--- src/rtl/addsub_digit_serial.sv ---
// Digit-serial add/subtract unit: WIDTH-bit operands, DIGIT bits per cycle, registered carry chain.
// Optional build macro ADDSUB_SAT_EN saturates the result on signed overflow.
module addsub_digit_serial #(
    parameter int WIDTH = 16,
    parameter int DIGIT = 4
) (
    input  logic             clk,
    input  logic             rst,
    input  logic             in_valid,
    output logic             in_ready,
    input  logic [WIDTH-1:0] a,
    input  logic [WIDTH-1:0] b,
    input  logic             sub,
    output logic             out_valid,
    input  logic             out_ready,
    output logic [WIDTH-1:0] result,
    output logic             carry,
    output logic             overflow
);

    localparam int NSLICE = WIDTH / DIGIT;
    localparam int CW     = (NSLICE > 1) ? $clog2(NSLICE) : 1;
    localparam logic [CW-1:0] LAST_SLICE = CW'(NSLICE - 1);

    generate
        if (WIDTH % DIGIT != 0) begin : g_bad_digit
            $error("addsub_digit_serial: WIDTH must be a multiple of DIGIT");
        end
    endgenerate

    typedef enum logic [1:0] {ST_IDLE, ST_RUN, ST_DONE} state_t;

    state_t           r_state;
    state_t           w_state_next;
    logic [WIDTH-1:0] r_a;
    logic [WIDTH-1:0] r_b_eff;
    logic [WIDTH-1:0] r_result;
    logic             r_carry_chain;
    logic             r_carry;
    logic             r_overflow;
    logic [CW-1:0]    r_count;

    logic [DIGIT-1:0] w_a_slice [NSLICE];
    logic [DIGIT-1:0] w_b_slice [NSLICE];
    logic [DIGIT:0]   w_sum;
    logic             w_last;
    logic             w_accept;
    logic             w_release;
    logic             w_overflow;

    genvar gi;
    generate
        for (gi = 0; gi < NSLICE; gi++) begin : g_slice
            assign w_a_slice[gi] = r_a[gi*DIGIT +: DIGIT];
            assign w_b_slice[gi] = r_b_eff[gi*DIGIT +: DIGIT];
        end
    endgenerate

    assign in_ready  = (r_state == ST_IDLE) & ~rst;
    assign out_valid = (r_state == ST_DONE);
    assign result    = r_result;
    assign carry     = r_carry;
    assign overflow  = r_overflow;

    assign w_accept  = in_valid & in_ready;
    assign w_release = out_valid & out_ready;
    assign w_last    = (r_count == LAST_SLICE);
    assign w_sum     = {1'b0, w_a_slice[r_count]} + {1'b0, w_b_slice[r_count]}
                     + {{DIGIT{1'b0}}, r_carry_chain};
    // On the last slice the sum MSB is the result sign bit.
    assign w_overflow = (r_a[WIDTH-1] == r_b_eff[WIDTH-1]) && (w_sum[DIGIT-1] != r_a[WIDTH-1]);

    always_comb begin
        w_state_next = r_state;
        case (r_state)
            ST_IDLE: if (w_accept)  w_state_next = ST_RUN;
            ST_RUN:  if (w_last)    w_state_next = ST_DONE;
            ST_DONE: if (w_release) w_state_next = ST_IDLE;
            default:                w_state_next = ST_IDLE;
        endcase
    end

    always_ff @(posedge clk) begin
        if (rst) begin
            r_state <= ST_IDLE;
        end else begin
            r_state <= w_state_next;
        end
    end

    always_ff @(posedge clk) begin
        if (rst) begin
            r_result      <= '0;
            r_carry       <= 1'b0;
            r_overflow    <= 1'b0;
            r_count       <= '0;
            r_carry_chain <= 1'b0;
        end else begin
            case (r_state)
                ST_IDLE: begin
                    if (w_accept) begin
                        r_a           <= a;
                        r_b_eff       <= sub ? ~b : b;
                        r_carry_chain <= sub;
                        r_count       <= '0;
                    end
                end
                ST_RUN: begin
                    r_result[r_count*DIGIT +: DIGIT] <= w_sum[DIGIT-1:0];
                    r_carry_chain <= w_sum[DIGIT];
                    r_count       <= w_last ? '0 : r_count + 1'b1;
                    if (w_last) begin
                        r_carry    <= w_sum[DIGIT];
                        r_overflow <= w_overflow;
`ifdef ADDSUB_SAT_EN
                        if (w_overflow) begin
                            r_result <= r_a[WIDTH-1] ? {1'b1, {(WIDTH-1){1'b0}}}
                                                     : {1'b0, {(WIDTH-1){1'b1}}};
                        end
`endif
                    end
                end
                default: begin
                end
            endcase
        end
    end

endmodule

--- config.mk ---
export PLATFORM = sky130hd
export DESIGN_NAME = addsub_digit_serial
export DESIGN_NICKNAME = d
export VERILOG_FILES = /design/src/rtl/addsub_digit_serial.sv
export SDC_FILE = /design/constraint.sdc
export NUM_CORES = 1
export LEC_CHECK = 0
export CAP_MARGIN = 20
export CELL_PAD_IN_SITES_DETAIL_PLACEMENT = 0
export CELL_PAD_IN_SITES_GLOBAL_PLACEMENT = 1
export CORE_MARGIN = 3
export CORE_UTILIZATION = 35
export CTS_BUF_LIST = sky130_fd_sc_hd__clkbuf_16
export CTS_CLUSTER_DIAMETER = 40
export DETAILED_ROUTE_END_ITERATION = 10
export PLACE_DENSITY = 0.79
export SLEW_MARGIN = 20
export SYNTH_ARGS = -nofsm -noshare
export SYNTH_HDL_FRONTEND = slang
export SYNTH_SLANG_ARGS = --single-unit
export TNS_END_PERCENT = 50
--- constraint.sdc ---
create_clock -name clk -period 3.9 [get_ports clk]
set_input_delay 1.17 -clock clk [delete_from_list [all_inputs] [get_ports clk]]
set_output_delay 1.17 -clock clk [all_outputs]
set_load 0.005 [all_outputs]
==> results.tsv <==
stage	metric	value	unit
worst_hold_path	holdCritPathClass	reg -> reg	
worst_setup_path	r2r_end	overflow	
logic_synthesis	seq_area_frac_synth	0.581	
logic_synthesis	synth_common_cells	32 x edfxtp_1, 23 x dfxtp_1, 19 x nor2_1	
logic_synthesis	synth-edff-count	32	
routing	drt_iter0_markers	66	
logic_synthesis	ys_ff_latch	55	
worst_setup_path	crit_chain	clkdlybuf4s50_1 -> nor3_1 -> clkdlybuf4s50_1	
worst_setup_path	critical_path.max_stage_delay	0.54	ns
logic_synthesis	netlist_area	0.00245	mm^2
power_and_ir_drop	ir_drop	0.161	mV
worst_setup_path	crit_type	in -> out	
clock_network	hold_buffers	0	
place	gp_congestion	0.775	
floorplanning	num_rows	29	
logic_synthesis	synth_area_leaders	edfxtp_1 39%, dfxtp_1 19%, mux4_2 7.4%, xor2_1 5.7%, ha_1 4.6%	
floorplanning	die_area	0.00803	mm^2
place	dpl.cell_count	334	
logic_synthesis	synth_cell_types	38	
routing	ant_nets	0	
grt	grtUsageTotal	0.129	
worst_hold_path	hold_path.startpoint	result[15]	
floorplanning	start_util	0.373	
power_and_ir_drop	switching_power	0.307	mW
place	dp_hpwl	3560	um
worst_setup_path	reg2reg_depth	6	
logic_synthesis	avgSynthCellArea	12.9	um^2
outcome	status	complete, no violations	
grt	first_global_vias	1641	
worst_setup_path	end_kind	output pin	
clock_network	cts_root_buf	clkbuf_16	
place	io_buffers	56	
worst_hold_path	holdPathEnd	result[15]	
grt	grt_max_degree	25	
clock_network	cts_buffers	5	
worst_setup_path	crit_path_frequent_cell	clkdlybuf4s50_1	
run	maxCapViolations	0	
floorplanning	core_area	0.00657	mm^2
sta	finalCriticalPeriod	3.47	ns
sta	setup_viol	0	
routing	wl	4750	um
power_and_ir_drop	power.density	404	mW/mm^2
layout	layout.cells.non_filler	342	
floorplanning	die_y	89.6	um
logic_synthesis	synth_nets	237	
sta	drv_slew	0	
worst_setup_path	cp_data_required_time	2.73	ns
routing	firstDrtPassIters	4	
logic_synthesis	netlist_instances	189	
worst_setup_path	cp_slowest_cell	clkdlybuf4s50_1	
worst_setup_path	worstReg2RegStart	r_count[0]	
sta	fin_setup_tns	0	ns
floorplanning	die_w	89.6	um
grt	grt_pass1_wl	7670	um
power_and_ir_drop	p_leak	1.18	nW
layout	multiInputGateArea	968	um^2
layout	diodes	0	
worst_setup_path	worstPathArrival	2.30	ns
clock_network	cts_sinks	55	
routing	drcViolationCount	0	
grt	overflow	0	
sta	finalHoldViolations	0	
layout	n_fill_cell	579	
clock_network	cts_resized	0	
clock_network	htree_levels	2	
routing	vias	1624	
layout	drive_gt1_frac	0.0843	
sta	rsz0062_at_grt	false	
sta	relSlewSlack	0.421	
sta	fin_crit_sh	0.889	
power_and_ir_drop	sw_frac_of_total	0.231	
logic_synthesis	ys_warn_count	0	
layout	nets	296	
sta	fmax	288	MHz
clock_network	clk_latency	0.29	ns
layout	syn_to_final_growth	34.4	%
floorplanning	num_io_pins	57	
worst_setup_path	rrSetupSlack	0.95	ns
logic_synthesis	async_flop_share	0	
sta	tightest_slew	0.865	ns
worst_hold_path	min_path_cells	2	
sta	clock_skew	0.00393	ns
logic_synthesis	synth.most_common_cell	edfxtp_1	
logic_synthesis	yosysTopAreaCellShare	0.393	
routing	viasPerCell	4.75	
power_and_ir_drop	seq_power_share	0.494	
power_and_ir_drop	p_int	1.02	mW
power_and_ir_drop	combPwrFrac	0.160	
layout	final-seq-area	0.00142	mm^2
routing	routedWlPerCell	13.9	um
clock_network	cts_setup_buffers	0	
clock_network	cts_tree	yes	
power_and_ir_drop	pwr-share-clk	0.346	
logic_synthesis	synth_ff_type	edfxtp_1	
worst_setup_path	cp-start-kind	input port	
grt	antenna_found_initial	0	
logic_synthesis	synth_area_leader_cell	edfxtp_1	
clock_network	cts.clk_slew.worst_paths	0.07	ns
clock_network	cts_max_path_buffers	2	
worst_setup_path	critPathMaxFanout	2	
flip-flops by register name, summed over array words and instances (netlist names):
signal         cells
r_carry_chain      1
result            16
overflow           1
r_a               16
r_state            2
carry              1
r_count            2
r_b_eff           16
power by group through the flow:
| stage | Clock, mW | Sequential (mW) | Combinational, mW |
|---|---|---|---|
| floorplan | 0 | 0.663 | 0.127 |
| global placement | 0 | 0.668 | 0.210 |
| detailed placement | 0 | 0.669 | 0.213 |
| CTS | 0.474 | 0.656 | 0.214 |
| global route | 0.499 | 0.658 | 0.233 |
| finish | 0.460 | 0.655 | 0.212 |
worst max-delay path, delay by kind of cell:
family	cells	cell delay, ns
AND/OR/NAND/NOR	1	0.17
buffers and inverters	2	0.96
layout by cell type, fill, tap and decap left out, types with 3 or more instances in the layout:
master / count
edfxtp_1: 32
clkbuf_16: 6
mux4_2: 8
inv_1: 10
a22oi_1: 12
nand2_1: 11
xor2_1: 16
clkdlybuf4s50_1: 56
dfxtp_1: 23
nor3_1: 3
ha_1: 9
a211oi_1: 3
nor2_1: 19
a21oi_1: 7
nand3_1: 4
buf_4: 4
layout make-up:
class	count	share of cell area
Sequential cell	55	0.432
Multi-Input combinational cell	117	0.295
Timing Repair Buffer	60	0.180
Clock buffer	6	0.0457
Tap cell	93	0.0354
Inverter	9	0.0103
Clock inverter	2	0.00228
metrics by stage:
step | setup slack [ns] | power (mW) | util | hold WS [ns] | area (um^2)
floorplan | 0.707 | 0.790 | - | 0.448 | 2460
global placement | 0.420 | 0.877 | 0.477 | 0.451 | 3130
detailed placement | 0.428 | 0.882 | 0.477 | 0.453 | 3130
CTS | 0.428 | 1.34 | 0.501 | 0.461 | 3290
global route | 0.390 | 1.39 | 0.501 | 0.501 | 3290
finish | 0.433 | 1.33 | 0.501 | 0.457 | 3290
worst max-delay path by stage:
stage,from,end,slack [ns],depth (start not counted)
6_report,rst,in_ready,0.43,3
5_1_grt,rst,in_ready,0.39,3
4_1_cts,rst,in_ready,0.43,3
3_5_place_dp,rst,in_ready,0.43,3
3_3_place_gp,rst,in_ready,0.42,3
2_1_floorplan,rst,r_carry_chain,0.71,5
layer usage:
layer  track usage  part of all wire  up-vias
met5             0                 0        -
met4        0.0487             0.016        0
met3        0.0310             0.058        6
met2         0.206              0.47       52
met1         0.169              0.45      759
li1              -                 -      807
cell families (layout without fill, tap and decap cells):
kind of cell,after synthesis,count (layout),synth area share
flops,55,55,0.581
xor+xnor,17,17,0.0608
mux,10,10,0.0823
simple gates,49,49,0.100
compound gates,30,30,0.0864
buf+inv,17,77,0.0271
fa+ha+maj,11,11,0.0624
No activity file was read; power rests on OpenSTA's default activity.
